<file path="src/rtl/uesprit_acc_ctrl_if.sv">
// Result-frame handshake between the accumulation controller and its consumer.
// The master holds the frame and raises res_valid; the slave answers with res_ready.
interface uesprit_acc_ctrl_if #(
    parameter int DOUT_WIDTH = 32
);
    logic [DOUT_WIDTH-1:0] res_r11;
    logic [DOUT_WIDTH-1:0] res_r22;
    logic [DOUT_WIDTH-1:0] res_r12_re;
    logic [DOUT_WIDTH-1:0] res_r12_im;
    logic                  res_valid;
    logic                  res_ready;

    modport master (
        output res_r11, res_r22, res_r12_re, res_r12_im, res_valid,
        input  res_ready
    );

    modport slave (
        input  res_r11, res_r22, res_r12_re, res_r12_im, res_valid,
        output res_ready
    );
endinterface

</file>
<file path="src/rtl/uesprit_acc_ctrl.sv">
// U-ESPRIT accumulation scheduler: paces new_acc, drops the stale first frame,
// and buffers each finished correlator frame behind a valid/ready handshake.
module uesprit_acc_ctrl #(
    parameter int DOUT_WIDTH = 32,
    parameter int LEN_WIDTH  = 16,
    parameter int CNT_WIDTH  = 16
) (
    input  logic                  clk,
    input  logic                  rst_n,
    input  logic                  cfg_en,
    input  logic [LEN_WIDTH-1:0]  cfg_acc_len,
    input  logic                  din_valid,
    output logic                  new_acc,
    input  logic [DOUT_WIDTH-1:0] acc_r11,
    input  logic [DOUT_WIDTH-1:0] acc_r22,
    input  logic [DOUT_WIDTH-1:0] acc_r12_re,
    input  logic [DOUT_WIDTH-1:0] acc_r12_im,
    input  logic                  acc_valid,
    uesprit_acc_ctrl_if.master    res,
    output logic                  ovf,
    input  logic                  ovf_clr,
    output logic [CNT_WIDTH-1:0]  frame_cnt,
    output logic                  busy
);

    typedef enum logic [1:0] {
        IDLE,
        PRIME,
        RUN
    } state_t;

    state_t                state_q;
    logic [LEN_WIDTH-1:0]  cnt_q;
    logic [LEN_WIDTH-1:0]  len_m1_q;
    logic                  discard_q;
    logic [DOUT_WIDTH-1:0] r11_q;
    logic [DOUT_WIDTH-1:0] r22_q;
    logic [DOUT_WIDTH-1:0] r12_re_q;
    logic [DOUT_WIDTH-1:0] r12_im_q;
    logic                  rv_q;
    logic                  ovf_q;
    logic [CNT_WIDTH-1:0]  fcnt_q;

    logic                  last;
    logic                  live;
    logic                  cap;
    logic                  drop;

    assign last    = (cnt_q == len_m1_q);
    assign new_acc = din_valid &
                     ((state_q == PRIME) | ((state_q == RUN) & last));

    // Frames that survive the stale-frame discard and arrive while running
    assign live = acc_valid & ~discard_q & (state_q != IDLE);
    assign cap  = live & (~rv_q | res.res_ready);
    assign drop = live & rv_q & ~res.res_ready;

    always_ff @(posedge clk or negedge rst_n) begin
        if (!rst_n) begin
            state_q   <= IDLE;
            cnt_q     <= '0;
            len_m1_q  <= '0;
            discard_q <= 1'b0;
            r11_q     <= '0;
            r22_q     <= '0;
            r12_re_q  <= '0;
            r12_im_q  <= '0;
            rv_q      <= 1'b0;
            ovf_q     <= 1'b0;
            fcnt_q    <= '0;
        end else begin
            rv_q  <= cap | (rv_q & ~res.res_ready);
            ovf_q <= drop | (ovf_q & ~ovf_clr);
            if (cap) begin
                r11_q    <= acc_r11;
                r22_q    <= acc_r22;
                r12_re_q <= acc_r12_re;
                r12_im_q <= acc_r12_im;
                fcnt_q   <= fcnt_q + CNT_WIDTH'(1);
            end

            // A fresh prime re-arms discard even if a stale frame lands now
            if ((state_q == PRIME) && din_valid)
                discard_q <= 1'b1;
            else if (acc_valid && discard_q)
                discard_q <= 1'b0;

            case (state_q)
                IDLE: begin
                    cnt_q <= '0;
                    if (cfg_en) begin
                        len_m1_q <= (cfg_acc_len == '0) ? '0
                                  : cfg_acc_len - LEN_WIDTH'(1);
                        state_q  <= PRIME;
                    end
                end
                PRIME: begin
                    cnt_q <= '0;
                    if (!cfg_en)
                        state_q <= IDLE;
                    else if (din_valid)
                        state_q <= RUN;
                end
                RUN: begin
                    if (!cfg_en) begin
                        state_q <= IDLE;
                        cnt_q   <= '0;
                    end else if (din_valid) begin
                        cnt_q <= last ? '0 : cnt_q + LEN_WIDTH'(1);
                    end
                end
                default: begin
                    state_q <= IDLE;
                    cnt_q   <= '0;
                end
            endcase
        end
    end

    assign res.res_r11    = r11_q;
    assign res.res_r22    = r22_q;
    assign res.res_r12_re = r12_re_q;
    assign res.res_r12_im = r12_im_q;
    assign res.res_valid  = rv_q;
    assign ovf            = ovf_q;
    assign frame_cnt      = fcnt_q;
    assign busy           = (state_q != IDLE);

endmodule

</file>
<file path="src/flat_wrapper.sv">
// flat-port wrapper written by rule: the top's interface ports become plain ports
module uesprit_acc_ctrl_flat 
#(
    parameter int DOUT_WIDTH = 32,
    parameter int LEN_WIDTH  = 16,
    parameter int CNT_WIDTH  = 16
)
  (clk, rst_n, cfg_en, cfg_acc_len, din_valid, new_acc, acc_r11, acc_r22, acc_r12_re, acc_r12_im, acc_valid, ovf, ovf_clr, frame_cnt, busy, res_res_r11, res_res_r22, res_res_r12_re, res_res_r12_im, res_res_valid, res_res_ready);
  uesprit_acc_ctrl_if #(.DOUT_WIDTH(DOUT_WIDTH)) res_i ();
  input  logic clk;
  input  logic rst_n;
  input  logic cfg_en;
  input  logic [LEN_WIDTH-1:0] cfg_acc_len;
  input  logic din_valid;
  output logic new_acc;
  input  logic [DOUT_WIDTH-1:0] acc_r11;
  input  logic [DOUT_WIDTH-1:0] acc_r22;
  input  logic [DOUT_WIDTH-1:0] acc_r12_re;
  input  logic [DOUT_WIDTH-1:0] acc_r12_im;
  input  logic acc_valid;
  output logic ovf;
  input  logic ovf_clr;
  output logic [CNT_WIDTH-1:0] frame_cnt;
  output logic busy;
  output wire logic [$bits(res_i.res_r11)-1:0] res_res_r11;
  output wire logic [$bits(res_i.res_r22)-1:0] res_res_r22;
  output wire logic [$bits(res_i.res_r12_re)-1:0] res_res_r12_re;
  output wire logic [$bits(res_i.res_r12_im)-1:0] res_res_r12_im;
  output wire logic [$bits(res_i.res_valid)-1:0] res_res_valid;
  input wire logic [$bits(res_i.res_ready)-1:0] res_res_ready;
  assign res_res_r11 = res_i.res_r11;
  assign res_res_r22 = res_i.res_r22;
  assign res_res_r12_re = res_i.res_r12_re;
  assign res_res_r12_im = res_i.res_r12_im;
  assign res_res_valid = res_i.res_valid;
  assign res_i.res_ready = res_res_ready;
  uesprit_acc_ctrl #(.DOUT_WIDTH(DOUT_WIDTH), .LEN_WIDTH(LEN_WIDTH), .CNT_WIDTH(CNT_WIDTH)) u_core (.clk(clk), .rst_n(rst_n), .cfg_en(cfg_en), .cfg_acc_len(cfg_acc_len), .din_valid(din_valid), .new_acc(new_acc), .acc_r11(acc_r11), .acc_r22(acc_r22), .acc_r12_re(acc_r12_re), .acc_r12_im(acc_r12_im), .acc_valid(acc_valid), .res(res_i), .ovf(ovf), .ovf_clr(ovf_clr), .frame_cnt(frame_cnt), .busy(busy));
endmodule
</file>
<file path="config.mk">
export PLATFORM = sky130hd
export DESIGN_NAME = uesprit_acc_ctrl_flat
export DESIGN_NICKNAME = d
export VERILOG_FILES = /design/src/rtl/uesprit_acc_ctrl_if.sv /design/src/rtl/uesprit_acc_ctrl.sv /design/src/flat_wrapper.sv
export SDC_FILE = /design/constraint.sdc
export NUM_CORES = 1
export LEC_CHECK = 0
export ABC_AREA = 1
export BUFFER_PORTS_ARGS = -buffer_cell sky130_fd_sc_hd__buf_2
export CORE_MARGIN = 2
export CORE_UTILIZATION = 49
export DETAILED_ROUTE_END_ITERATION = 8
export PLACE_DENSITY = 0.77
export SLEW_MARGIN = 30
export SYNTH_ARGS = -nofsm -noshare
export SYNTH_HDL_FRONTEND = slang
export SYNTH_SLANG_ARGS = --single-unit
</file>
<file path="constraint.sdc">
create_clock -name clk -period 1.7 [get_ports clk]
set_input_delay 0.255 -clock clk [delete_from_list [all_inputs] [get_ports clk]]
set_output_delay 0.255 -clock clk [all_outputs]
set_load 0.005 [all_outputs]
</file>
# --- Word-level counts from Yosys, hierarchy flattened ---
# Index checks and enable logic that the tools add are counted.
totals:
  reg_bits: 181
  inputBits: 151
  out_inout_bits: 148
  wordCells: 58
classes:
  addsub: 3
  eq_ne: 7
  muxes: 12
  bitwise_logic: 17
  n_reduce_logical: 8
op_table:
  columns: ["operator", "n"]
  rows:
  - ["two-way mux 16 bit", 5]
  - ["adder 16 x 1 -> 16 bit, second input constant", 2]
  - ["equality test 16 bit", 1]
  - ["zero test 16 bit", 1]
  - ["subtractor 16 x 1 -> 16 bit, second input constant", 1]
  - ["AND 1 bit", 9]
  - ["two-way mux 2 bit", 4]
  - ["!= test 3 bit, second input constant", 2]
  - ["case mux 2 bit (3 select lines)", 1]
  - ["!= test 2 bit, second input constant", 2]
  - ["inverter 1 bit", 4]
  - ["bitwise OR 1 bit", 4]
  - ["nonzero test 2 bit", 2]
  - ["AND reduction 3 bit", 1]
  - ["equality test 2 x 1 -> 1 bit, second input constant", 1]
  - ["equality test 2 bit, second input constant", 1]
  - ["logical AND 1 bit", 2]
  - ["zero test 2 bit", 1]
  - ["two-way mux 1 bit", 2]
  - ["AND reduction 2 bit", 1]

# --- Longest topological paths before layout ---
# Gate-level depths: netlist (run 1).
depth:
  depth_word: 6
  ltp_mapped: 10
  depth_no_buf: 9

# --- Worst setup path after synthesis (run 1) ---
# Ideal clock, no wire load.
synth_path:
  path_type: "input -> register"
  from: "input port cfg_acc_len[0]"
  to: "register u_core.len_m1_q[10]"
  arrival_time_ps: 1333
  required_time_ps: 1567
  setup_slack_ps: 235
  cell_stages: 8
  n_path_buf: 1
  cell_sequence: "inv_1 ha_1 nand4_1 nor2_1 nand2_1 o21ai_2 buf_6 o22ai_1"
synth_between:
  elab_chain_cells: 2
synth_lines:
  columns: ["element", "line_no", "source"]
  rows:
  - ["from (decl)", "flat_wrapper.sv:13", "input logic [LEN_WIDTH-1:0] cfg_acc_len;"]
  - ["subtractor 16 x 1 -> 16 bit or zero test 16 bit (tied branches)", "uesprit_acc_ctrl.sv:93, uesprit_acc_ctrl.sv:92", null]
  - ["two-way mux 16 bit *", "uesprit_acc_ctrl.sv:92", "len_m1_q <= (cfg_acc_len == '0) ? '0"]
  - ["to (signal assigned)", "uesprit_acc_ctrl.sv:92", null]
  - ["to (decl)", "uesprit_acc_ctrl.sv:34", "logic [LEN_WIDTH-1:0] len_m1_q;"]
# Mark *: on every way between the ends. The rest lies on a longest branch, timed or not.
# A chain may end at the register's enable or synchronous reset.

# --- Final worst setup path (run 1) ---
layout_path:
  from: "register u_core.len_m1_q[3]"
  to: "output port new_acc"
layout_between:
  elab_chain_cells: 4
layout_lines:
  columns: ["element", "line_no", "source"]
  rows:
  - ["equality test 16 bit", "uesprit_acc_ctrl.sv:49", "assign last = (cnt_q == len_m1_q);"]
  - ["AND 1 bit", "uesprit_acc_ctrl.sv:51", "((state_q == PRIME) | ((state_q == RUN) & last));"]
  - ["bitwise OR 1 bit", "uesprit_acc_ctrl.sv:51", null]
  - ["AND 1 bit", "uesprit_acc_ctrl.sv:50", "assign new_acc = din_valid &"]
  - ["to (decl)", "flat_wrapper.sv:15", "output logic new_acc;"]
# No other way between the ends.

==> run metrics, run 1 <==
Reg power frac=45.3%; hold wc startpoint=acc_r12_re[9]; Total GRT Usage=between 20% and 30%; R2R Path Start=u_core.cnt_q[0]; root buf cell=clkbuf_16; Routed Antenna Nets=0; Vias=between 7k and 8k; critical-path cell list=inv_1, nand2_1, nand2_1, nor2_1, nand2_1, nor2_2, nand3_2, o21ai_2, buf_2; area of the multi-input gates=2930 um2; M3 GR Usage=5.58%; area grow syn2layout=36.9%; drt pass-1 iters=6; CTS tree=done; share of layout cells above drive strength 1=30.8%; Largest delay share family, worst path=simple AND/OR/NAND/NOR gates; Post-Layout Inst Area=about 11,000 um2; final slew viol count=0; clk slew on worst S/H paths=roughly 80 ps; Netlist cell types=26; ys async rst share=100%; vias per cell=4.74; crit start category=register; Clk pwr share=between 30 and 40%; Commonest cells post-synth=nand2_1, dfrtp_1, inv_1; DRC violations left=0; post-synthesis sequential area ratio=58.1%; hold crit path type=input port to register; row count=46; total power=13.2 mW; Worst Hold End=u_core.res.res_r12_re[9]; largest net degree at the start of global routing=67; ys flop type=dfrtp_1; initial antenna violation count=0; CTS Sinks=181; crit path DAT=about 1700 ps; CP max FO=2; H-Tree Depth=4; dpl hpwl=15,200 um; area share of the largest cell type after synthesis=58.1%; slew margin rel.=73.5%; Worst Path Class, Setup=register to output port; clk_skew=13.0 ps; Avg Cell Area, Syn=approximately 8 um2; Seq. cell area=4530 um2; WL final=21,200 um; final setup vio count=2; Worst setup EP type=output port; vias in the first global route=between 6k and 7k; Power Density=1240 nW/um2; Synth area leaders=dfrtp_1, nand2_1, inv_1; Final period util=115%; die area=16,900 um2; Synth Net Count=around 1.1k; cell accounting for the most synthesized area=dfrtp_1; clock buffer depth=2; CTS buffer count=17; Mapped Cells=947; Buffers on Ports=between 200 and 300; M1 GR Usage=31.4%; final period demand of the worst path=around 2000 ps; sw frac=31.1%; FF-to-FF path depth=10; violated checks=negative setup slack; Starting Density=49.6%; Syn Std Cell Area=7800 um2; Pleak=a little over 6 nW; Hold Path Stages=3; synthesis-stage register bit count=about 180; Reg2Reg Setup Slack=-30 ps; core area=15,700 um2; Gate power share=23.6%; fillers=approximately 1.3k; top-level I/O count=299; PnR worst setup slack=-252 ps; WP buf/inv=2; Placed Instance Area=9850 um2; RSZ-0062 raised after global routing=yes; Slowest cell on crit path=dfrtp_1; Final Hold Fails=0; GPL Wtd Cong=between 0.8 and 0.9; # nets final=about 1.4k; met2 GRT Util=40.1%; Cell Int Power=9.12 mW; WL/cell=approximately 14 um; most frequent cell after synthesis=nand2_1; status=complete, but fails checks; diode count=0; total congestion overflow=0; initial drt markers=~370; CP peak stage delay=between 300 and 400 ps; synth warn=0; worst r2r dst=u_core.cnt_q[12]; Worst EP required=1440 ps; Total Neg Setup Slack=-285 ps; Max-Cap Viols=0; worst skew pair latency=~430 ps; P_sw=4.12 mW; Die Ht=130 um; max frequency=512 MHz; Top cell by count, worst path=nand2_1; die width=about 130 um; worst ir drop on vdd=slightly below 0.9 mV; layer with the highest usage=met2; measured slew at the worst slew-check pin=397 ps; first-pass GRT wire length=32,400 um; Post-synth EDFFs=0; Final Core Density=between 60% and 70%; crit path launch=u_core.len_m1_q[3]
repair_timing:
item | in CTS | in global routing
hold buffers | 7 | 0
resized for setup | 6 | 17
hold endpoints to repair | 42 | 0
gates cloned | 0 | 1
setup buffers | 3 | 1
pin swaps | 5 | 7
setup endpoints to repair | 1 | 9
worst register-to-register path, cell delays in order, from the launching register on:
cell	delay, ps
dfrtp_1	400
buf_4	130
buf_4	100
ha_2	180
nand3_2	90
nor2_4	180
nand3_1	140
nor2_1	140
nand3b_1	100
nand3_1	110
nor2_1	50
cell families after synthesis:
| logic type | Yosys count | synth area share [%] |
|---|---|---|
| AO/OA/AOI/OAI | 26 | 1.94 |
| flip-flops | 181 | 58.1 |
| buffers and inverters | 103 | 5.33 |
| XOR/XNOR | 36 | 4.04 |
| AND/OR/NAND/NOR | 598 | 30.1 |
| adder cells (fa/ha/maj) | 3 | 0.481 |
worst max-delay path by stage:
stage	slack, ps	cells past startpoint	to
after global routing	-400	9	new_acc
after detailed placement	-40	10	new_acc
final	-250	9	new_acc
after global placement	20	10	new_acc
after floorplan	230	8	u_core.len_m1_q[10]
after CTS	-240	9	new_acc
per-layer routing:
| metal | share of wire [%] | wire length [um] |
|---|---|---|
| met4 | 3.0 | 637 |
| met2 | 49 | 10400 |
| met3 | 6.0 | 1280 |
| met5 | 0 | 0 |
| met1 | 42 | 8850 |
power by group through the flow:
stage	logic [mW]	clock network, mW	registers (mW)
detailed placement	3.14	0	6.03
global placement	3.04	0	6.03
finish	3.13	4.12	6.00
floorplan	1.24	0	6.12
CTS	3.15	4.19	6.00
global route	3.53	4.38	6.13
area by class of cell:
| cell class | count | share of cell area [%] |
|---|---|---|
| Clock buffer | 18 | 4.11 |
| Multi-Input combinational cell | 663 | 27.5 |
| Clock inverter | 14 | 1.71 |
| Sequential cell | 181 | 42.5 |
| Timing Repair Buffer | 353 | 19.2 |
| Inverter | 72 | 2.56 |
| Tap cell | 216 | 2.53 |
per-stage QoR:
step	setup slack, ps	hold slack (ps)	instances
after floorplan	235	-40.6	947
after global placement	15.1	198	1474
after detailed placement	-35.1	198	1474
after CTS	-236	0.591	1515
after global routing	-397	8.09	1517
final	-252	19.4	1517
registers in the layout, indices dropped and copies added (netlist names):
name / cells
u_core.discard_q: 1
u_core.cnt_q: 16
u_core.ovf: 1
u_core.state_q: 2
u_core.frame_cnt: 16
u_core.res.res_valid: 1
u_core.res.res_r11: 32
u_core.len_m1_q: 16
u_core.res.res_r12_re: 32
u_core.res.res_r22: 32
u_core.res.res_r12_im: 32
cells in the final DEF (no fill, tap or decap), drive strengths merged:
| master | n |
|---|---|
| a21oi | 1 |
| and3 | 1 |
| buf | 345 |
| bufinv | 2 |
| clkbuf | 19 |
| clkinv | 2 |
| clkinvlp | 2 |
| dfrtp | 181 |
| dlygate4sd3 | 7 |
| ha | 3 |
| inv | 80 |
| nand2 | 493 |
| nand3 | 27 |
| nand3b | 3 |
| nand4 | 12 |
| nor2 | 57 |
| nor3 | 5 |
| o21ai | 12 |
| o21bai | 1 |
| o22ai | 12 |
| xnor2 | 9 |
| xor2 | 27 |
No activity file was read; power rests on OpenSTA's default activity.
==> run 2: changes to the inputs <==
--- a/config.mk
+++ b/config.mk
@@ -7,8 +7,11 @@
 export LEC_CHECK = 0
 export ABC_AREA = 1
 export BUFFER_PORTS_ARGS = -buffer_cell sky130_fd_sc_hd__buf_2
+export CELL_PAD_IN_SITES_DETAIL_PLACEMENT = 0
+export CELL_PAD_IN_SITES_GLOBAL_PLACEMENT = 1
+export CORE_ASPECT_RATIO = 1.2
 export CORE_MARGIN = 2
-export CORE_UTILIZATION = 49
+export CORE_UTILIZATION = 35
 export DETAILED_ROUTE_END_ITERATION = 8
 export PLACE_DENSITY = 0.77
 export SLEW_MARGIN = 30
==> run 2 against run 1 <==
The flow still finishes with violations (negative setup slack). Critical path depth did not move. Final area rose by 4.0%. Setup slack improved by 44 ps. Clock power fell by 4%. Register-to-register slack got worse by 60 ps. Utilization fell by 17 points. Sequential power barely moved. Count of clock-buffer cells in the layout did not move. Critical path type unchanged. Largest cell class unchanged. Largest power group unchanged.
==> run metrics, run 2 (synthesized netlist as in run 1, its figures left out) <==
GPL Wtd Cong=0.821 (was 0.878); worst skew pair latency=440 ps (was 430 ps); commonest non-fill, non-tap cell in the layout=nand2_1 (unchanged); first-pass GRT wire length=36,800 um (was 32,400 um); drt pass-1 iters=4 (was 6); vias in the first global route=7,353 (was 6,812); violated checks=negative setup slack (unchanged); final slew viol count=0 (unchanged); hold crit path type=input port to register (unchanged); max frequency=524 MHz (was 512 MHz); Final period util=112% (was 115%); status=complete, but fails checks (unchanged); crit start category=register (unchanged); final setup vio count=3 (was 2); CP peak stage delay=400 ps (was 360 ps); CTS buffer count=17 (unchanged); Worst setup EP type=output port (unchanged); CTS Sinks=181 (unchanged); slew margin rel.=71.4% (was 73.5%); Reg2Reg Setup Slack=-90 ps (was -30 ps); Worst Path Class, Setup=register to output port (unchanged); final period demand of the worst path=1910 ps (was 1950 ps); Largest delay share family, worst path=simple AND/OR/NAND/NOR gates (unchanged); die area=23,500 um2 (was 16,900 um2); worst r2r dst=u_core.cnt_q[1] (was u_core.cnt_q[12]); Vias=7,251 (was 7,197); measured slew at the worst slew-check pin=429 ps (was 397 ps); dpl hpwl=16,300 um (was 15,200 um); root buf cell=clkbuf_16 (unchanged); Setup WS pre-CTS=22.1 ps (was -35.1 ps); worst ir drop on vdd=0.697 mV (was 0.873 mV); PnR worst setup slack=-208 ps (was -252 ps); Hold Path Stages=3 (unchanged); crit path DAT=1650 ps (was 1700 ps); total power=13.1 mW (was 13.2 mW); # nets final=1,481 (was 1,442); CP Depth=9 (unchanged); clock buffer depth=2 (unchanged); Worst Hold End=u_core.res.res_r12_re[18] (was u_core.res.res_r12_re[9]); Final Hold Fails=0 (unchanged); WP buf/inv=2 (unchanged); most frequent cells in the layout=nand2_1, buf_2, dfrtp_1 (unchanged); Worst EP required=1440 ps (about the same); row count=59 (was 46); dpl cells=1,518 (was 1,474); Clk pwr share=30.1% (was 31.1%); FF-to-FF path depth=15 (was 10); Max-Cap Viols=0 (unchanged); CP max FO=4 (was 2); Reg power frac=45.4% (was 45.3%); R2R Path Start=u_core.cnt_q[9] (was u_core.cnt_q[0]); Die Ht=168 um (was 130 um); clk_skew=22.5 ps (was 13.0 ps); RSZ-0062 raised after global routing=yes (unchanged); P_sw=4.22 mW (was 4.12 mW); Cell Int Power=8.93 mW (was 9.12 mW); WL/cell=14.0 um (about the same); DRC violations left=0 (unchanged); total congestion overflow=0 (unchanged); Buffers on Ports=298 (unchanged); Routed Antenna Nets=0 (unchanged); largest net degree at the start of global routing=66 (was 67); initial drt markers=269 (was 368); Slowest cell on crit path=dfrtp_1 (unchanged); top-level I/O count=299 (unchanged); vias per cell=4.48 (was 4.74); sw frac=32.1% (was 31.1%); Power Density=1180 nW/um2 (was 1240 nW/um2); share of layout cells above drive strength 1=30.3% (was 30.8%); H-Tree Depth=4 (unchanged); area grow syn2layout=42.3% (was 36.9%); core area=21,800 um2 (was 15,700 um2); initial antenna violation count=4 (was 0); Total GRT Usage=19.7% (was 24.4%); die width=140 um (was 130 um); Top cell by count, worst path=nand2_1 (unchanged); Gate power share=24.5% (was 23.6%); hold wc startpoint=acc_r12_re[18] (was acc_r12_re[9]); critical-path cell list=inv_1, nand2_1, nand2_1, nor2_1, nand2_1, nor2_2, nand3_2, o21ai_2, buf_2 (unchanged); final cell count without fillers=1,617 (was 1,517); clk slew on worst S/H paths=80 ps (about the same); Pleak=6.26 nW (was 6.11 nW); CTS tree=done (unchanged); Starting Density=35.8% (was 49.6%); WL final=22,600 um (was 21,200 um)
[run 2: how the worst max path moves through the flow]
stage / from / end / slack, ps
floorplan: cfg_acc_len[0] / u_core.len_m1_q[10] / 230
global placement: u_core.cnt_q[0] / new_acc / 70
detailed placement: u_core.cnt_q[0] / new_acc / 20
CTS: u_core.cnt_q[7] / new_acc / -300
global route: u_core.cnt_q[12] / new_acc / -370
finish: u_core.cnt_q[0] / new_acc / -210
[run 2: power by group through the flow]
stage	clock network [mW]	registers [mW]	logic (mW)
after detailed placement	0	6.02	3.18
after global routing	4.27	6.10	3.65
after global placement	0	6.02	3.13
after CTS	4.07	5.97	3.28
final	3.96	5.97	3.22
after floorplan	0	6.12	1.24
[run 2: worst min-delay path, delay by kind of cell]
| family | cells | cell delay (ps) |
|---|---|---|
| and+or+nand+nor | 2 | 80 |
| buffers and inverters | 1 | 80 |
[run 2: final cells by class]
cell class,instances,area [um2]
multi-input cells,663,2910
well taps,274,343
clock inverters,14,161
clock buffers,18,439
diodes,3,7.51
repair buffers,392,2440
inverters,72,273
flip-flops and latches,181,4530
fillers,2127,10700
[run 2: metrics by stage]
| stage | utilization (%) | TNS, ps | hold slack (ps) | instance area [um2] |
|---|---|---|---|---|
| after floorplan | - | 0 | -40.6 | 7800 |
| after global placement | 45.2 | 0 | 211 | 9850 |
| after detailed placement | 45.2 | 0 | 215 | 9850 |
| after CTS | 50.4 | -419 | 0.150 | 11000 |
| after global routing | 51.0 | -813 | 3.53 | 11100 |
| final | 51.0 | -367 | 5.42 | 11100 |
[run 2: metal layers]
layer  vias to the layer above  routed length, um  GRT usage, %
met5                         -                 10             0
met1                      3370               9310          22.9
li1                       3639                  -             -
met2                       203              11400          34.0
met3                        37               1280          5.49
met4                         2                628          8.39
[run 2: what timing repair did]
item                                    CTS  global route
endpoints found under the setup margin    1            18
resized for setup                         6            15
pin swaps                                 6             6
cloned                                    0             0
hold buffers                             42             1
hold endpoints to repair                 75             1
setup buffers                            13             8
==> run 3: changes to the inputs <==
--- a/config.mk
+++ b/config.mk
@@ -13,7 +13,7 @@
 export CORE_MARGIN = 2
 export CORE_UTILIZATION = 35
 export DETAILED_ROUTE_END_ITERATION = 8
-export PLACE_DENSITY = 0.77
+export PLACE_DENSITY = 0.88
 export SLEW_MARGIN = 30
 export SYNTH_ARGS = -nofsm -noshare
 export SYNTH_HDL_FRONTEND = slang
==> run 3 against run 2 <==
The run still ends with negative setup slack left. Combinational power fell by 2%. Clock power is 2% lower. Clock skew is 8.5 ps lower. Final area shrank 2.6%. Critical path depth unchanged. Maximum frequency down 1.9%. Power decreased by 0.94%. Routed wire length decreased by 3.2%. Global-route usage decreased by 0.81 points. Largest cell class unchanged. Largest power group unchanged.
==> run metrics, run 3 (synthesized netlist as in run 1, its figures left out) <==
worst ir drop on vdd=0.701 mV (was 0.697 mV); final cell count without fillers=1,585 (was 1,617); slew margin rel.=76.9% (was 71.4%); largest net degree at the start of global routing=72 (was 66); Worst setup EP type=output port (unchanged); Placed Instance Area=9770 um2 (was 9850 um2); final setup vio count=1 (was 3); CP max FO=5 (was 4); Hold Slack=21.0 ps (was 5.42 ps); status=complete, but fails checks (unchanged); critical-path cell list=inv_1, nand2_1, nand2_1, nor2_1, nand2_1, nor2_2, nand3_2, o21ai_1, buf_2 (was inv_1, nand2_1, nand2_1, nor2_1, nand2_1, nor2_2, nand3_2, o21ai_2, buf_2); Pleak=6.11 nW (was 6.26 nW); top-level I/O count=299 (unchanged); final slew viol count=0 (unchanged); M1 GR Usage=23.0% (was 22.9%); WL final=21,900 um (was 22,600 um); Max-Cap Viols=0 (unchanged); Hold Path Stages=3 (unchanged); Worst EP required=1440 ps (about the same); # nets final=1,452 (was 1,481); Top cell by count, worst path=nand2_1 (unchanged); Reg2Reg Setup Slack=60 ps (was -90 ps); crit start category=register (unchanged); WL/cell=13.8 um (was 14.0 um); row count=59 (unchanged); measured slew at the worst slew-check pin=347 ps (was 429 ps); Power Density=1210 nW/um2 (was 1180 nW/um2); dpl hpwl=15,600 um (was 16,300 um); met2 GRT Util=32.7% (was 34.0%); total congestion overflow=0 (unchanged); clk_skew=14.0 ps (was 22.5 ps); vias per cell=4.51 (was 4.48); core area=21,800 um2 (unchanged); first-pass GRT wire length=35,700 um (was 36,800 um); hold wc startpoint=acc_r12_re[30] (was acc_r12_re[18]); Worst Hold End=u_core.res.res_r12_re[30] (was u_core.res.res_r12_re[18]); fillers=2,101 (was 2,127); CTS tree=done (unchanged); most frequent cells in the layout=nand2_1, buf_2, dfrtp_1 (unchanged); worst r2r dst=u_core.cnt_q[11] (was u_core.cnt_q[1]); DRC violations left=0 (unchanged); CTS Sinks=181 (unchanged); total power=13.0 mW (was 13.1 mW); layer with the highest usage=met2 (unchanged); Total GRT Usage=18.9% (was 19.7%); Routed Antenna Nets=0 (unchanged); H-Tree Depth=4 (unchanged); Total Neg Setup Slack=-245 ps (was -367 ps); Worst Path Class, Setup=register to output port (unchanged); R2R Path Start=u_core.cnt_q[0] (was u_core.cnt_q[9]); dpl cells=1,513 (was 1,518); diode count=0 (was 3); hold crit path type=input port to register (unchanged); Final Core Density=49.6% (was 51.0%); clock buffer depth=2 (unchanged); FF-to-FF path depth=7 (was 15); Die Ht=168 um (unchanged); die area=23,500 um2 (unchanged); commonest non-fill, non-tap cell in the layout=nand2_1 (unchanged); Final period util=114% (was 112%); worst skew pair latency=430 ps (was 440 ps); initial antenna violation count=1 (was 4); CP peak stage delay=430 ps (was 400 ps); violated checks=negative setup slack (unchanged); max frequency=514 MHz (was 524 MHz); initial drt markers=412 (was 269); drt pass-1 iters=5 (was 4); Setup WS pre-CTS=74.8 ps (was 22.1 ps); M3 GR Usage=4.46% (was 5.49%); vias in the first global route=7,270 (was 7,353); Starting Density=35.8% (unchanged); crit path DAT=1690 ps (was 1650 ps); Slowest cell on crit path=dfrtp_1 (unchanged); CTS buffer count=17 (unchanged); PnR worst setup slack=-245 ps (was -208 ps); share of layout cells above drive strength 1=29.1% (was 30.3%); clk slew on worst S/H paths=70 ps (was 80 ps); Post-Layout Inst Area=10,800 um2 (was 11,100 um2); final period demand of the worst path=1940 ps (was 1910 ps); GPL Wtd Cong=0.868 (was 0.821); Buffers on Ports=298 (unchanged); die width=140 um (unchanged); area grow syn2layout=38.6% (was 42.3%); Final Hold Fails=0 (unchanged); Vias=7,154 (was 7,251); RSZ-0062 raised after global routing=yes (unchanged); root buf cell=clkbuf_16 (unchanged)
## run 3: changes by cell type in the layout (fill, tap and decap cells not counted), sizes merged
cell,previous run,this run
clkinv,6,4
clkbuf,18,19
buf,349,328
dlygate4sd3,43,35
inv,79,80
diode,3,0
## run 3: power breakdown
part | leakage, nW | total (mW) | internal (mW) | switching, mW
logic | 3.52 | 3.15 | 1.47 | 1.67
clock network | 0.288 | 3.90 | 2.04 | 1.87
registers | 2.29 | 5.97 | 5.38 | 0.594
## run 3: worst max-delay path by stage
| stage | slack (ps) | from | to | cells after the start |
|---|---|---|---|---|
| after floorplan | 230 | cfg_acc_len[0] | u_core.len_m1_q[10] | 8 |
| after global placement | 80 | u_core.cnt_q[13] | new_acc | 9 |
| after detailed placement | 70 | u_core.cnt_q[13] | new_acc | 9 |
| after CTS | -260 | u_core.cnt_q[12] | new_acc | 9 |
| after global routing | -360 | u_core.cnt_q[8] | new_acc | 9 |
| final | -240 | u_core.cnt_q[12] | new_acc | 9 |
## run 3: timing repair
item / 4_1_cts / 5_1_grt
gates resized for setup: 6 / 13
setup endpoints to repair: 1 / 16
endpoints found under the hold margin: 187 / 0
hold buffers: 35 / 0
pin swaps: 3 / 3
gates cloned: 0 / 0
setup buffers: 2 / 3
## run 3: worst max-delay path, delay by kind of cell, from the launching register on
family,cells,cell delay [ps]
buffers and inverters,2,200
AO/OA/AOI/OAI,1,130
flip-flops,1,430
AND/OR/NAND/NOR,6,510
## run 3: layout make-up
| type | instances | area, um2 | share of cell area (%) |
|---|---|---|---|
| clock inverter | 13 | 131 | 1.22 |
| timing repair buffer | 363 | 2160 | 20.0 |
| clock buffer | 19 | 453 | 4.19 |
| multi-input combinational | 663 | 2910 | 27.0 |
| sequential | 181 | 4530 | 41.9 |
| inverter | 72 | 273 | 2.52 |
| tap | 274 | 343 | 3.17 |
## run 3: per-layer routing
layer | routed length [um] | share of wire [%] | up-vias
met5 | 0 | 0 | -
met4 | 567 | 2.6 | 0
met3 | 1200 | 5.5 | 38
met2 | 11100 | 51 | 240
met1 | 9070 | 41 | 3294
li1 | - | - | 3582
